`src/rtl/control_unit.sv`:
```
// Decode and control path for the ARM-subset pipeline: instruction decoder, ID-stage bubble mux, EX/MEM control register.
// Optional feature macro: CU_ZERO_NOP_EN (decode 0x00000000 as an all-zero NOP).
module control_unit (
    input  logic        clk,
    input  logic        R,
    input  logic [31:0] in_instruction,
    input  logic        S,
    output logic [3:0]  ID_opcode,
    output logic        ID_AM,
    output logic        ID_S_enable,
    output logic        ID_load_instr,
    output logic        ID_RF_enable,
    output logic        ID_Size_enable,
    output logic        ID_RW_enable,
    output logic        ID_Enable_signal,
    output logic        ID_BL_instr,
    output logic        ID_B_instr,
    input  logic        in_EX_load_instr,
    input  logic        in_EX_RF_enable,
    input  logic        in_EX_Size_enable,
    input  logic        in_EX_RW_enable,
    input  logic        in_EX_Enable_signal,
    output logic        MEM_load_instr,
    output logic        MEM_RF_enable,
    output logic        MEM_Size_enable,
    output logic        MEM_RW_enable,
    output logic        MEM_Enable_signal
);

    logic [2:0] instr_class;
    logic [3:0] dec_opcode;
    logic       dec_am;
    logic       dec_s_enable;
    logic       dec_load_instr;
    logic       dec_rf_enable;
    logic       dec_size_enable;
    logic       dec_rw_enable;
    logic       dec_enable_signal;
    logic       dec_bl_instr;
    logic       dec_b_instr;
    logic       zero_nop;

    assign instr_class = in_instruction[27:25];

`ifdef CU_ZERO_NOP_EN
    assign zero_nop = (in_instruction == 32'h0000_0000);
`else
    assign zero_nop = 1'b0;
`endif

    always_comb begin
        dec_opcode        = 4'b0000;
        dec_am            = 1'b0;
        dec_s_enable      = 1'b0;
        dec_load_instr    = 1'b0;
        dec_rf_enable     = 1'b0;
        dec_size_enable   = 1'b0;
        dec_rw_enable     = 1'b0;
        dec_enable_signal = 1'b0;
        dec_bl_instr      = 1'b0;
        dec_b_instr       = 1'b0;
        if (!zero_nop) begin
            unique case (instr_class)
                3'b000, 3'b001: begin
                    dec_opcode    = in_instruction[24:21];
                    dec_am        = in_instruction[25];
                    dec_s_enable  = in_instruction[20];
                    // Compare/test opcodes (10xx) only set flags, never write back
                    dec_rf_enable = (in_instruction[24:23] != 2'b10);
                end
                3'b010, 3'b011: begin
                    if (!(instr_class[0] && in_instruction[4])) begin
                        dec_opcode        = in_instruction[23] ? 4'b0100 : 4'b0010;
                        dec_am            = ~in_instruction[25];
                        dec_enable_signal = 1'b1;
                        dec_size_enable   = in_instruction[22];
                        dec_load_instr    = in_instruction[20];
                        dec_rf_enable     = in_instruction[20];
                        dec_rw_enable     = ~in_instruction[20];
                    end
                end
                3'b101: begin
                    dec_opcode    = 4'b0100;
                    dec_bl_instr  = in_instruction[24];
                    dec_rf_enable = in_instruction[24];
                    dec_b_instr   = ~in_instruction[24];
                end
                default: begin
                end
            endcase
        end
    end

    // Bubble insertion: S forces every ID-stage control to zero
    always_comb begin
        ID_opcode        = 4'b0000;
        ID_AM            = 1'b0;
        ID_S_enable      = 1'b0;
        ID_load_instr    = 1'b0;
        ID_RF_enable     = 1'b0;
        ID_Size_enable   = 1'b0;
        ID_RW_enable     = 1'b0;
        ID_Enable_signal = 1'b0;
        ID_BL_instr      = 1'b0;
        ID_B_instr       = 1'b0;
        if (!S) begin
            ID_opcode        = dec_opcode;
            ID_AM            = dec_am;
            ID_S_enable      = dec_s_enable;
            ID_load_instr    = dec_load_instr;
            ID_RF_enable     = dec_rf_enable;
            ID_Size_enable   = dec_size_enable;
            ID_RW_enable     = dec_rw_enable;
            ID_Enable_signal = dec_enable_signal;
            ID_BL_instr      = dec_bl_instr;
            ID_B_instr       = dec_b_instr;
        end
    end

    always_ff @(posedge clk or posedge R) begin
        if (R) begin
            MEM_load_instr    <= 1'b0;
            MEM_RF_enable     <= 1'b0;
            MEM_Size_enable   <= 1'b0;
            MEM_RW_enable     <= 1'b0;
            MEM_Enable_signal <= 1'b0;
        end else begin
            MEM_load_instr    <= in_EX_load_instr;
            MEM_RF_enable     <= in_EX_RF_enable;
            MEM_Size_enable   <= in_EX_Size_enable;
            MEM_RW_enable     <= in_EX_RW_enable;
            MEM_Enable_signal <= in_EX_Enable_signal;
        end
    end

endmodule

```
`config.mk`:
```
export PLATFORM = sky130hd
export DESIGN_NAME = control_unit
export DESIGN_NICKNAME = d
export VERILOG_FILES = /design/src/rtl/control_unit.sv
export SDC_FILE = /design/constraint.sdc
export NUM_CORES = 1
export LEC_CHECK = 0
export ABC_AREA = 0
export ABC_CLOCK_PERIOD_IN_PS = 1200
export CAP_MARGIN = 40
export CELL_PAD_IN_SITES_DETAIL_PLACEMENT = 1
export CELL_PAD_IN_SITES_GLOBAL_PLACEMENT = 1
export CORE_MARGIN = 4
export CORE_UTILIZATION = 11
export DETAILED_ROUTE_END_ITERATION = 8
export PLACE_DENSITY = 0.76
export RECOVER_POWER = 100
export SYNTH_ARGS = -nofsm -noshare
export SYNTH_HDL_FRONTEND = slang
export SYNTH_SLANG_ARGS = --single-unit
```
`constraint.sdc`:
```
create_clock -name clk -period 1.2 [get_ports clk]
set_input_delay 0.3 -clock clk [delete_from_list [all_inputs] [get_ports clk]]
set_output_delay 0.3 -clock clk [all_outputs]
set_load 0.02 [all_outputs]
```
==> impl_results.html <==
<table>
<tr><th>Metric</th><th>Value</th></tr>
<tr><th colspan="2">CTS</th></tr>
<tr><td>Clk sink count</td><td>5</td></tr>
<tr><td>TritonCTS Buffers</td><td>3</td></tr>
<tr><td>H-Tree Level Count</td><td>1</td></tr>
<tr><td>CTS Buffer Depth</td><td>2</td></tr>
<tr><td>Number of buffers added to fix hold violations after cts</td><td>0</td></tr>
<tr><td>Cell at the root of the clock tree</td><td>clkbuf_4</td></tr>
<tr><td>CTS tree</td><td>yes</td></tr>
<tr><td>Clock transition at the registers of the reported paths</td><td>0.04 ns</td></tr>
<tr><th colspan="2">Layout</th></tr>
<tr><td>Number of filler cells placed in the layout</td><td>302</td></tr>
<tr><td>Post-layout util</td><td>34.8%</td></tr>
<tr><td>Combined area of the multi-input logic cells</td><td>299 µm²</td></tr>
<tr><td>Fin area</td><td>967 µm²</td></tr>
<tr><td>Non-filler instance count after layout</td><td>115</td></tr>
<tr><td>Register area</td><td>125 µm²</td></tr>
<tr><td># diodes</td><td>0</td></tr>
<tr><td>Nets</td><td>125</td></tr>
<tr><td>Layout area overhead</td><td>198%</td></tr>
<tr><td>Layout cells sized above 1</td><td>76.2%</td></tr>
<tr><th colspan="2">STA</th></tr>
<tr><td>Minimum clock period</td><td>1.31 ns</td></tr>
<tr><td>Final Slew Violations</td><td>0</td></tr>
<tr><td>Worst hold margin</td><td>0.399 ns</td></tr>
<tr><td>Actual slew at the worst max-slew pin</td><td>0.219 ns</td></tr>
<tr><td>Worst rel slew slack</td><td>85.4%</td></tr>
<tr><td>Share of the clock period used by the worst path</td><td>109%</td></tr>
<tr><td>Final hold violations</td><td>0</td></tr>
<tr><td>Highest clock frequency the design can meet</td><td>763 MHz</td></tr>
<tr><td>Final number of setup-violating endpoints</td><td>12</td></tr>
<tr><td>Total negative slack</td><td>-0.582 ns</td></tr>
<tr><td>Final worst-path setup slack</td><td>-0.111 ns</td></tr>
<tr><td>Unrepaired setup endpoints after global routing</td><td>yes</td></tr>
<tr><th colspan="2">Synth</th></tr>
<tr><td>Main synth FF type</td><td>dfrtp_1</td></tr>
<tr><td>Summed instance area of the synthesized netlist</td><td>324 µm²</td></tr>
<tr><td>Mapped Avg Cell Area</td><td>9.26 µm²</td></tr>
<tr><td>Synth async-reset ratio</td><td>100%</td></tr>
<tr><td>Number of unique standard cell types used by synthesis</td><td>20</td></tr>
<tr><td>Yosys warning count</td><td>0</td></tr>
<tr><td>Post-synth EDFFs</td><td>0</td></tr>
<tr><td>Share of synthesized area occupied by flip-flops and latches</td><td>38.6%</td></tr>
<tr><td>Synthesis-stage register bit count</td><td>5</td></tr>
<tr><td>Syn_nets</td><td>75</td></tr>
<tr><td>Number of instances in the synthesized netlist</td><td>35</td></tr>
<tr><th colspan="2">Pwr</th></tr>
<tr><td>Overall power consumption</td><td>0.655 mW</td></tr>
<tr><td>Pwr per Cell Area</td><td>677 nW/µm²</td></tr>
<tr><td>Worst IR drop on VDD</td><td>0.423 mV</td></tr>
<tr><td>Static Leak</td><td>0.448 nW</td></tr>
<tr><th colspan="2">Drt</th></tr>
<tr><td>Number of design rule violations left after detail routing</td><td>0</td></tr>
<tr><td>Final Routed Wirelength</td><td>1600 µm</td></tr>
<tr><td>Iteration-0 DRC Markers</td><td>6</td></tr>
<tr><td>1st-pass router iterations</td><td>2</td></tr>
<tr><td>Total vias in the final route</td><td>469</td></tr>
<tr><td>Avg Vias per Cell</td><td>4.08</td></tr>
<tr><td>Number of nets still failing antenna checks after routing</td><td>0</td></tr>
<tr><td>Average wire per standard cell</td><td>13.9 µm</td></tr>
<tr><th colspan="2">Place</th></tr>
<tr><td>Placed instance area</td><td>808 µm²</td></tr>
<tr><td>Port buffer count</td><td>34</td></tr>
<tr><td>Pre-CTS setup slack</td><td>-1.12 ns</td></tr>
<tr><td>DP HPWL</td><td>1210 µm</td></tr>
<tr><td>Placed insts</td><td>108</td></tr>
<tr><td>Placer congestion estimate</td><td>0.714</td></tr>
<tr><th colspan="2">Floorplanning</th></tr>
<tr><td>I/O pin count</td><td>58</td></tr>
<tr><td>Cell Rows</td><td>19</td></tr>
<tr><td>Overall die area</td><td>3880 µm²</td></tr>
<tr><td>Chip Width</td><td>62.3 µm</td></tr>
<tr><td>Vert. Die Dim</td><td>62.3 µm</td></tr>
<tr><td>Initial Util</td><td>11.7%</td></tr>
<tr><td>Floorplan Core Area</td><td>2780 µm²</td></tr>
<tr><th colspan="2">Setup path</th></tr>
<tr><td>Critical Path Sink Type</td><td>output port</td></tr>
<tr><td>CP Launch Type</td><td>input port</td></tr>
<tr><td>Critical path start-end classification</td><td>in2out</td></tr>
<tr><td>Required arrival time at the worst endpoint</td><td>0.90 ns</td></tr>
<tr><td>CP Max Fanout</td><td>5</td></tr>
<tr><td>WP data arrival</td><td>1.01 ns</td></tr>
<tr><th colspan="2">Global routing</th></tr>
<tr><td>Number of antenna violations at the first check in global routing</td><td>0</td></tr>
<tr><td>Sum of overflow across all layers after global routing</td><td>0</td></tr>
<tr><td>Global-route wire length before repair</td><td>2810 µm</td></tr>
<tr><td>GR Util All Layers</td><td>8.95%</td></tr>
<tr><td>Vias in the first global route</td><td>540</td></tr>
<tr><td>Pin count of the biggest net entering global routing</td><td>8</td></tr>
<tr><th colspan="2">Run</th></tr>
<tr><td>Maxcap violations</td><td>0</td></tr>
<tr><th colspan="2">Status</th></tr>
<tr><td>Result of the run</td><td>finished with violations</td></tr>
<tr><td>Violated checks</td><td>setup timing</td></tr>
<tr><th colspan="2">Worst hold path</th></tr>
<tr><td>Worst min-delay path category</td><td>in2async</td></tr>
</table>
==> timing repair <==
| action | in CTS | in global routing |
|---|---|---|
| pin swaps | 11 | 8 |
| resized for setup | 151 | 16 |
| buffers inserted | 1 | 2 |
| setup endpoints to repair | 18 | 15 |
==> layout make-up <==
cell class,count,area share (%)
clock buffer,4,2.72
multi-input combinational,27,30.9
inverter,1,0.388
tap,31,4.01
timing repair buffer,47,49.0
sequential,5,12.9
==> critical path, cell delays in order <==
cell,delay [ns]
buf_8,0.11
buf_6,0.12
nor4b_4,0.28
buf_4,0.19
==> Yosys cell counts, types with 2 or more instances <==
cell type | instances | share of area (%)
nor2_1 | 2 | 2.3
nor3_1 | 3 | 4.6
dfrtp_1 | 5 | 39
and2_1 | 6 | 12
nand2_1 | 3 | 3.5
a21oi_1 | 2 | 3.1
==> sequential cells by signal, summed over array words and instances (netlist names) <==
name,cells
MEM_Enable_signal,1
MEM_RF_enable,1
MEM_RW_enable,1
MEM_Size_enable,1
MEM_load_instr,1
==> worst paths after layout <==
kind / cells past startpoint / to / slack (ns) / from
setup / recovery: 4 / ID_BL_instr / -0.11 / S
hold / removal: 2 / MEM_Enable_signal / 0.40 / R
max in group asynchronous: 2 / MEM_Size_enable / 0.63 / R
min in group clk: 1 / MEM_load_instr / 0.61 / in_EX_load_instr
==> cells by family after synthesis <==
family                 share of synthesized area (%)
AO/OA/AOI/OAI                                   13.5
multiplexers                                    3.09
XOR/XNOR                                        2.70
flip-flops                                      38.6
AND/OR/NAND/NOR                                 35.9
buffers and inverters                           6.17
==> cells in the final DEF, fill, tap and decap left out, types with 2 or more instances in the layout <==
cell	n
buf_6	15
buf_4	13
and2_4	6
dlygate4sd3_1	6
dfrtp_1	5
nor3_2	3
clkbuf_4	3
clkdlybuf4s15_2	3
clkdlybuf4s15_1	2
buf_12	2
buf_8	2
clkbuf_2	2
==> metal layers <==
metal | global-route usage [%] | share of wire [%] | wire (µm) | vias up
met5 | 0 | 0 | 0 | -
met3 | 4.68 | 12 | 188 | 4
met4 | 5.57 | 3.3 | 53 | 0
met2 | 14.2 | 53 | 847 | 29
li1 | - | - | - | 217
met1 | 9.16 | 32 | 507 | 219
==> where the power goes <==
| part | switching (mW) | total, mW | internal [mW] |
|---|---|---|---|
| clock | 0.0717 | 0.198 | 0.126 |
| combinational | 0.122 | 0.277 | 0.155 |
| sequential | 0.00276 | 0.181 | 0.178 |
(Power assumes the default switching activity.)
